File: src/rtl/bp_fe_bht_port_arbiter.sv
// Arbitrates the single BHT port between fetch prediction reads and queued resolution updates.
// Optional macro BP_UPD_BYPASS_EN lets an update write straight through when the port and FIFO are idle.
`timescale 1ns/1ps
module bp_fe_bht_port_arbiter #(
  parameter int bht_idx_width_p = 9,
  parameter int fifo_els_p      = 4,
  parameter int starve_limit_p  = 8
) (
  input  logic                       clk_i,
  input  logic                       reset_n_i,
  input  logic                       upd_v_i,
  output logic                       upd_ready_o,
  input  logic [bht_idx_width_p-1:0] upd_idx_i,
  input  logic                       upd_correct_i,
  input  logic                       flush_i,
  input  logic                       fetch_v_i,
  input  logic [bht_idx_width_p-1:0] fetch_idx_i,
  output logic                       fetch_ready_o,
  output logic                       bp_r_v_o,
  output logic                       bp_w_v_o,
  output logic [bht_idx_width_p-1:0] bp_idx_r_o,
  output logic [bht_idx_width_p-1:0] bp_idx_w_o,
  output logic                       bp_correct_o,
  output logic [0:0]                 dbg_state_o
);

  localparam int ptr_w_lp = $clog2(fifo_els_p);
  localparam int cnt_w_lp = $clog2(starve_limit_p + 1);

  localparam logic [0:0] ST_RUN   = 1'b0;
  localparam logic [0:0] ST_FORCE = 1'b1;

  logic [0:0]                state_q, state_d;
  logic [ptr_w_lp:0]         wr_ptr_q, wr_ptr_d, rd_ptr_q, rd_ptr_d;
  logic [cnt_w_lp-1:0]       cnt_q, cnt_d, cnt_inc;
  logic [bht_idx_width_p:0]  mem_q [fifo_els_p];
  logic [bht_idx_width_p:0]  head;

  logic is_run, empty, full, fifo_w_v, bypass_v, push, pop, deny;
  logic starve_hit, full_hit;

  assign is_run = (state_q == ST_RUN);
  assign empty  = (wr_ptr_q == rd_ptr_q);
  assign full   = (wr_ptr_q[ptr_w_lp] != rd_ptr_q[ptr_w_lp]) &&
                  (wr_ptr_q[ptr_w_lp-1:0] == rd_ptr_q[ptr_w_lp-1:0]);
  assign head   = mem_q[rd_ptr_q[ptr_w_lp-1:0]];

`ifdef BP_UPD_BYPASS_EN
  assign bypass_v = is_run & empty & ~fetch_v_i & upd_v_i;
`else
  assign bypass_v = 1'b0;
`endif

  // Update handshake: an update transfers on a cycle where upd_v_i & upd_ready_o;
  // upd_ready_o depends only on registered occupancy, never on a same-cycle pop.
  assign upd_ready_o   = ~full;
  assign fetch_ready_o = is_run;
  assign bp_r_v_o      = is_run & fetch_v_i;
  assign bp_idx_r_o    = fetch_idx_i;
  assign dbg_state_o   = state_q;

  assign fifo_w_v = is_run ? (~empty & ~fetch_v_i) : ~empty;
  assign bp_w_v_o = fifo_w_v | bypass_v;

  always_comb begin
    bp_idx_w_o   = '0;
    bp_correct_o = 1'b0;
    if (bypass_v) begin
      bp_idx_w_o   = upd_idx_i;
      bp_correct_o = upd_correct_i;
    end else if (!empty) begin
      bp_idx_w_o   = head[bht_idx_width_p-1:0];
      bp_correct_o = head[bht_idx_width_p];
    end
  end

  assign push    = upd_v_i & upd_ready_o & ~bypass_v & ~flush_i;
  assign pop     = fifo_w_v;
  assign deny    = is_run & ~empty & fetch_v_i;
  assign cnt_inc = cnt_q + cnt_w_lp'(1);

  assign starve_hit = deny & (cnt_inc == cnt_w_lp'(starve_limit_p));
  assign full_hit   = deny & full;

  always_comb begin
    wr_ptr_d = wr_ptr_q;
    rd_ptr_d = rd_ptr_q;
    cnt_d    = cnt_q;
    state_d  = ST_RUN;
    if (flush_i) begin
      wr_ptr_d = '0;
      rd_ptr_d = '0;
      cnt_d    = '0;
    end else begin
      if (push) wr_ptr_d = wr_ptr_q + (ptr_w_lp+1)'(1);
      if (pop)  rd_ptr_d = rd_ptr_q + (ptr_w_lp+1)'(1);
      if (pop || empty) cnt_d = '0;
      else if (deny)    cnt_d = cnt_inc;
      // FORCE is a single stolen fetch cycle; it never chains.
      if (starve_hit || full_hit) state_d = ST_FORCE;
    end
  end

  always_ff @(posedge clk_i or negedge reset_n_i) begin
    if (!reset_n_i) begin
      state_q  <= ST_RUN;
      wr_ptr_q <= '0;
      rd_ptr_q <= '0;
      cnt_q    <= '0;
    end else begin
      state_q  <= state_d;
      wr_ptr_q <= wr_ptr_d;
      rd_ptr_q <= rd_ptr_d;
      cnt_q    <= cnt_d;
    end
  end

  // Payload storage needs no reset: reads are masked while the FIFO is empty.
  always_ff @(posedge clk_i) begin
    if (push) mem_q[wr_ptr_q[ptr_w_lp-1:0]] <= {upd_correct_i, upd_idx_i};
  end

endmodule

File: config.mk
export PLATFORM = sky130hd
export DESIGN_NAME = bp_fe_bht_port_arbiter
export DESIGN_NICKNAME = d
export VERILOG_FILES = /design/src/rtl/bp_fe_bht_port_arbiter.sv
export SDC_FILE = /design/constraint.sdc
export NUM_CORES = 1
export LEC_CHECK = 0
export ABC_CLOCK_PERIOD_IN_PS = 2270
export CORE_MARGIN = 4
export CORE_UTILIZATION = 40
export CTS_BUF_LIST = sky130_fd_sc_hd__clkbuf_4
export DETAILED_ROUTE_END_ITERATION = 8
export GPL_ROUTABILITY_DRIVEN = 0
export PLACE_DENSITY = 0.72
export SLEW_MARGIN = 20
export SYNTH_ARGS = -nofsm -noshare
export SYNTH_HDL_FRONTEND = slang
export SYNTH_SLANG_ARGS = --single-unit
File: constraint.sdc
create_clock -name clk_i -period 2.27 [get_ports clk_i]
set_input_delay 0.454 -clock clk_i [delete_from_list [all_inputs] [get_ports clk_i]]
set_output_delay 0.454 -clock clk_i [all_outputs]
set_load 0.005 [all_outputs]
==> metrics <==
htree depth 2; setup TNS -0.2357 ns; Vert. Die Dim around 83 um; critical path peak fanout 4; HP Class primary input to async pin; Tot Pwr 0.002302 W; number of synthesized flops with an enable pin 40; crit path DAT ~1.9 ns; worst IR drop on VDD slightly below 0.4 mV; CP Launch Type flip-flop; Leakage Power roughly 1.1 nW; grt total ovfl 0; TritonCTS clock tree yes; Buffers on Ports 29; clk sinks 51; Worst Skew between 0.009 and 0.01 ns; area of the multi-input gates 805.8 um^2; total die area 0.006946 mm^2; actual slew at the worst max-slew pin ~0.54 ns; routed len/inst between 15 and 20 um; I/O pins 48; outcome finished, violations left; Area Growth Syn to Fin 31.96%; Vias 1354; DRT Pass-1 Iters 4; Num CTS Buffers 5; sequential cell area between 0.001 and 0.0015 mm^2; HPWL after detailed placement 3154 um; Fin. Hold Viols 0; Cell variety after synth 28; Fmax 431.7 MHz; synth warn 0; CP required between 1.5 and 2 ns; Setup-failing EPs final 8; mapped cell area 0.002271 mm^2; Clock Tree Root clkbuf_4; register area share after synthesis 0.6501; Layout fillers 468; nets 228; Reg clk slew, reported paths approximately 0.14 ns; final wirelength between 4000 and 5000 um; period utilisation layout 1.020; syn_nets about 170; number of max-cap violations 0; relative slew slack 0.6419; min cycle time layout roughly 2.3 ns; critical path type flip-flop to output port; Primary FF master, synth edfxtp_1; max-slew violation count 0; vias in the first global route roughly 1500; first-pass GRT wire length between 7000 and 8000 um; largest net degree at the start of global routing 16; RSZ-0062 raised after global routing yes; core outline area approximately 0.0055 mm^2; DP Worst Slack 0.06494 ns; violated checks negative setup slack; post-route ant nets 0; Seq cells post-synth 51; share of cells above drive strength 1 0.3706; CP Capture Type output port; Avg Cell Area, Syn between 15 and 20 um^2; Die Width 83.35 um; starting density of the core 0.4124; PD cells around 770 mW/mm^2; initial antenna violation count 0; Inserted Diodes 0; DR vias/cell 5.033; initial detailed-routing violation count 90; CTS max path bufs 2; row count 27; ys async rst share 0.2157; synthesized instance count approximately 140; Worst-Skew Late Latency 0.35 ns; All-Layer GR Usage 0.1413; drt drc 0; PnR worst setup slack -0.04647 ns
==> cells by family after synthesis <==
group	share of synthesized area
and+or+nand+nor	0.08926
buffers and inverters	0.04628
DFF	0.6501
adders and majority gates	0.03857
AOI/OAI and AO/OA	0.03416
muxes	0.09918
xor gates and xnor gates	0.04242
==> final timing paths <==
check                            startpoint       endpoint  slack (ns)  cells after the start
worst max-delay path            rd_ptr_q[1]  bp_idx_w_o[0]       -0.05                      7
worst min-delay path              reset_n_i    wr_ptr_q[2]        0.42                      1
worst max register to register  wr_ptr_q[1]    mem_q[3][1]        0.34                      5
worst min register to register     cnt_q[0]       cnt_q[0]        0.55                      1
max in group asynchronous         reset_n_i    wr_ptr_q[0]        1.46                      1
min in group clk_i                 cnt_q[0]       cnt_q[0]        0.55                      1
==> sequential cells by signal, summed over array words and instances (netlist names) <==
name / count
rd_ptr_q: 3
cnt_q: 4
wr_ptr_q: 3
mem_q: 40
dbg_state_o: 1
==> power by group <==
group          internal, W  leakage (nW)  switching [W]
combinational     0.000517         0.576       0.000331
clock             0.000116        0.0291       0.000266
sequential         0.00104         0.511      0.0000281
total              0.00168          1.12       0.000625
==> layout by cell type, fill, tap and decap left out, types with 4 or more instances in the layout <==
| cell | netlist | layout |
|---|---|---|
| nor2b_1 | 11 | 8 |
| buf_4 | 10 | 19 |
| mux4_2 | 10 | 10 |
| clkbuf_4 | 0 | 5 |
| edfxtp_1 | 40 | 40 |
| a21oi_1 | 4 | 4 |
| nor2_1 | 6 | 6 |
| buf_2 | 0 | 9 |
| xnor2_1 | 7 | 5 |
| clkdlybuf4s50_1 | 0 | 17 |
| dfrtp_1 | 11 | 9 |
| ha_1 | 7 | 7 |
| inv_1 | 5 | 5 |
| buf_6 | 0 | 11 |
==> per-stage QoR <==
step                      hold WS, ns    util  instances  area [um^2]
final                          0.4244  0.5442        269         2997
after global routing           0.4410  0.5442        269         2997
after CTS                      0.4274  0.5326        268         2933
after detailed placement       0.5305  0.4844        242         2668
after global placement         0.4864  0.4844        242         2668
after floorplan                0.1584       -        142         2271
==> final cells by class <==
class	instances	share of cell area
Inverter	5	0.006263
Tap cell	72	0.03006
Sequential cell	51	0.4935
Multi-Input combinational cell	73	0.2689
Clock inverter	2	0.004175
Timing Repair Buffer	61	0.1846
Clock buffer	5	0.01253
==> Yosys cell counts (all sizes together), types with 2 or more instances <==
cell / instances / area, um^2
and4b: 3 / 30.03
nand3: 3 / 15.01
o21ai: 2 / 10.01
a21oi: 4 / 20.02
mux4: 10 / 225.2
xnor2: 7 / 61.31
edfxtp: 40 / 1201
nor3b: 2 / 15.01
inv: 5 / 18.77
buf: 10 / 75.07
nor2b: 11 / 68.82
xor2: 4 / 35.03
ha: 7 / 87.58
clkbuf: 3 / 11.26
nand2: 3 / 11.26
dfrtp: 11 / 275.3
nor2: 6 / 22.52
a31oi: 2 / 18.77
==> repair_timing <==
action,in CTS,in global routing
pin swaps,2,1
hold buffers,0,0
setup buffers,18,1
gates cloned,1,0
gates resized for setup,62,9
endpoints found under the setup margin,12,12
==> metal layers <==
| metal | wire (um) | track usage |
|---|---|---|
| met5 | 0 | 0 |
| met4 | 19 | 0.03120 |
| met3 | 279 | 0.04464 |
| met2 | 2641 | 0.2529 |
| met1 | 1871 | 0.1655 |
==> worst max-delay path: stages, from the launching register on <==
cell and delay (ns):
dfrtp_2 0.45, buf_6 0.14, xor2_4 0.19, nor3_4 0.29, buf_6 0.18, buf_6 0.10
nor2b_1 0.03, buf_2 0.12
No activity file was read; power rests on OpenSTA's default activity.
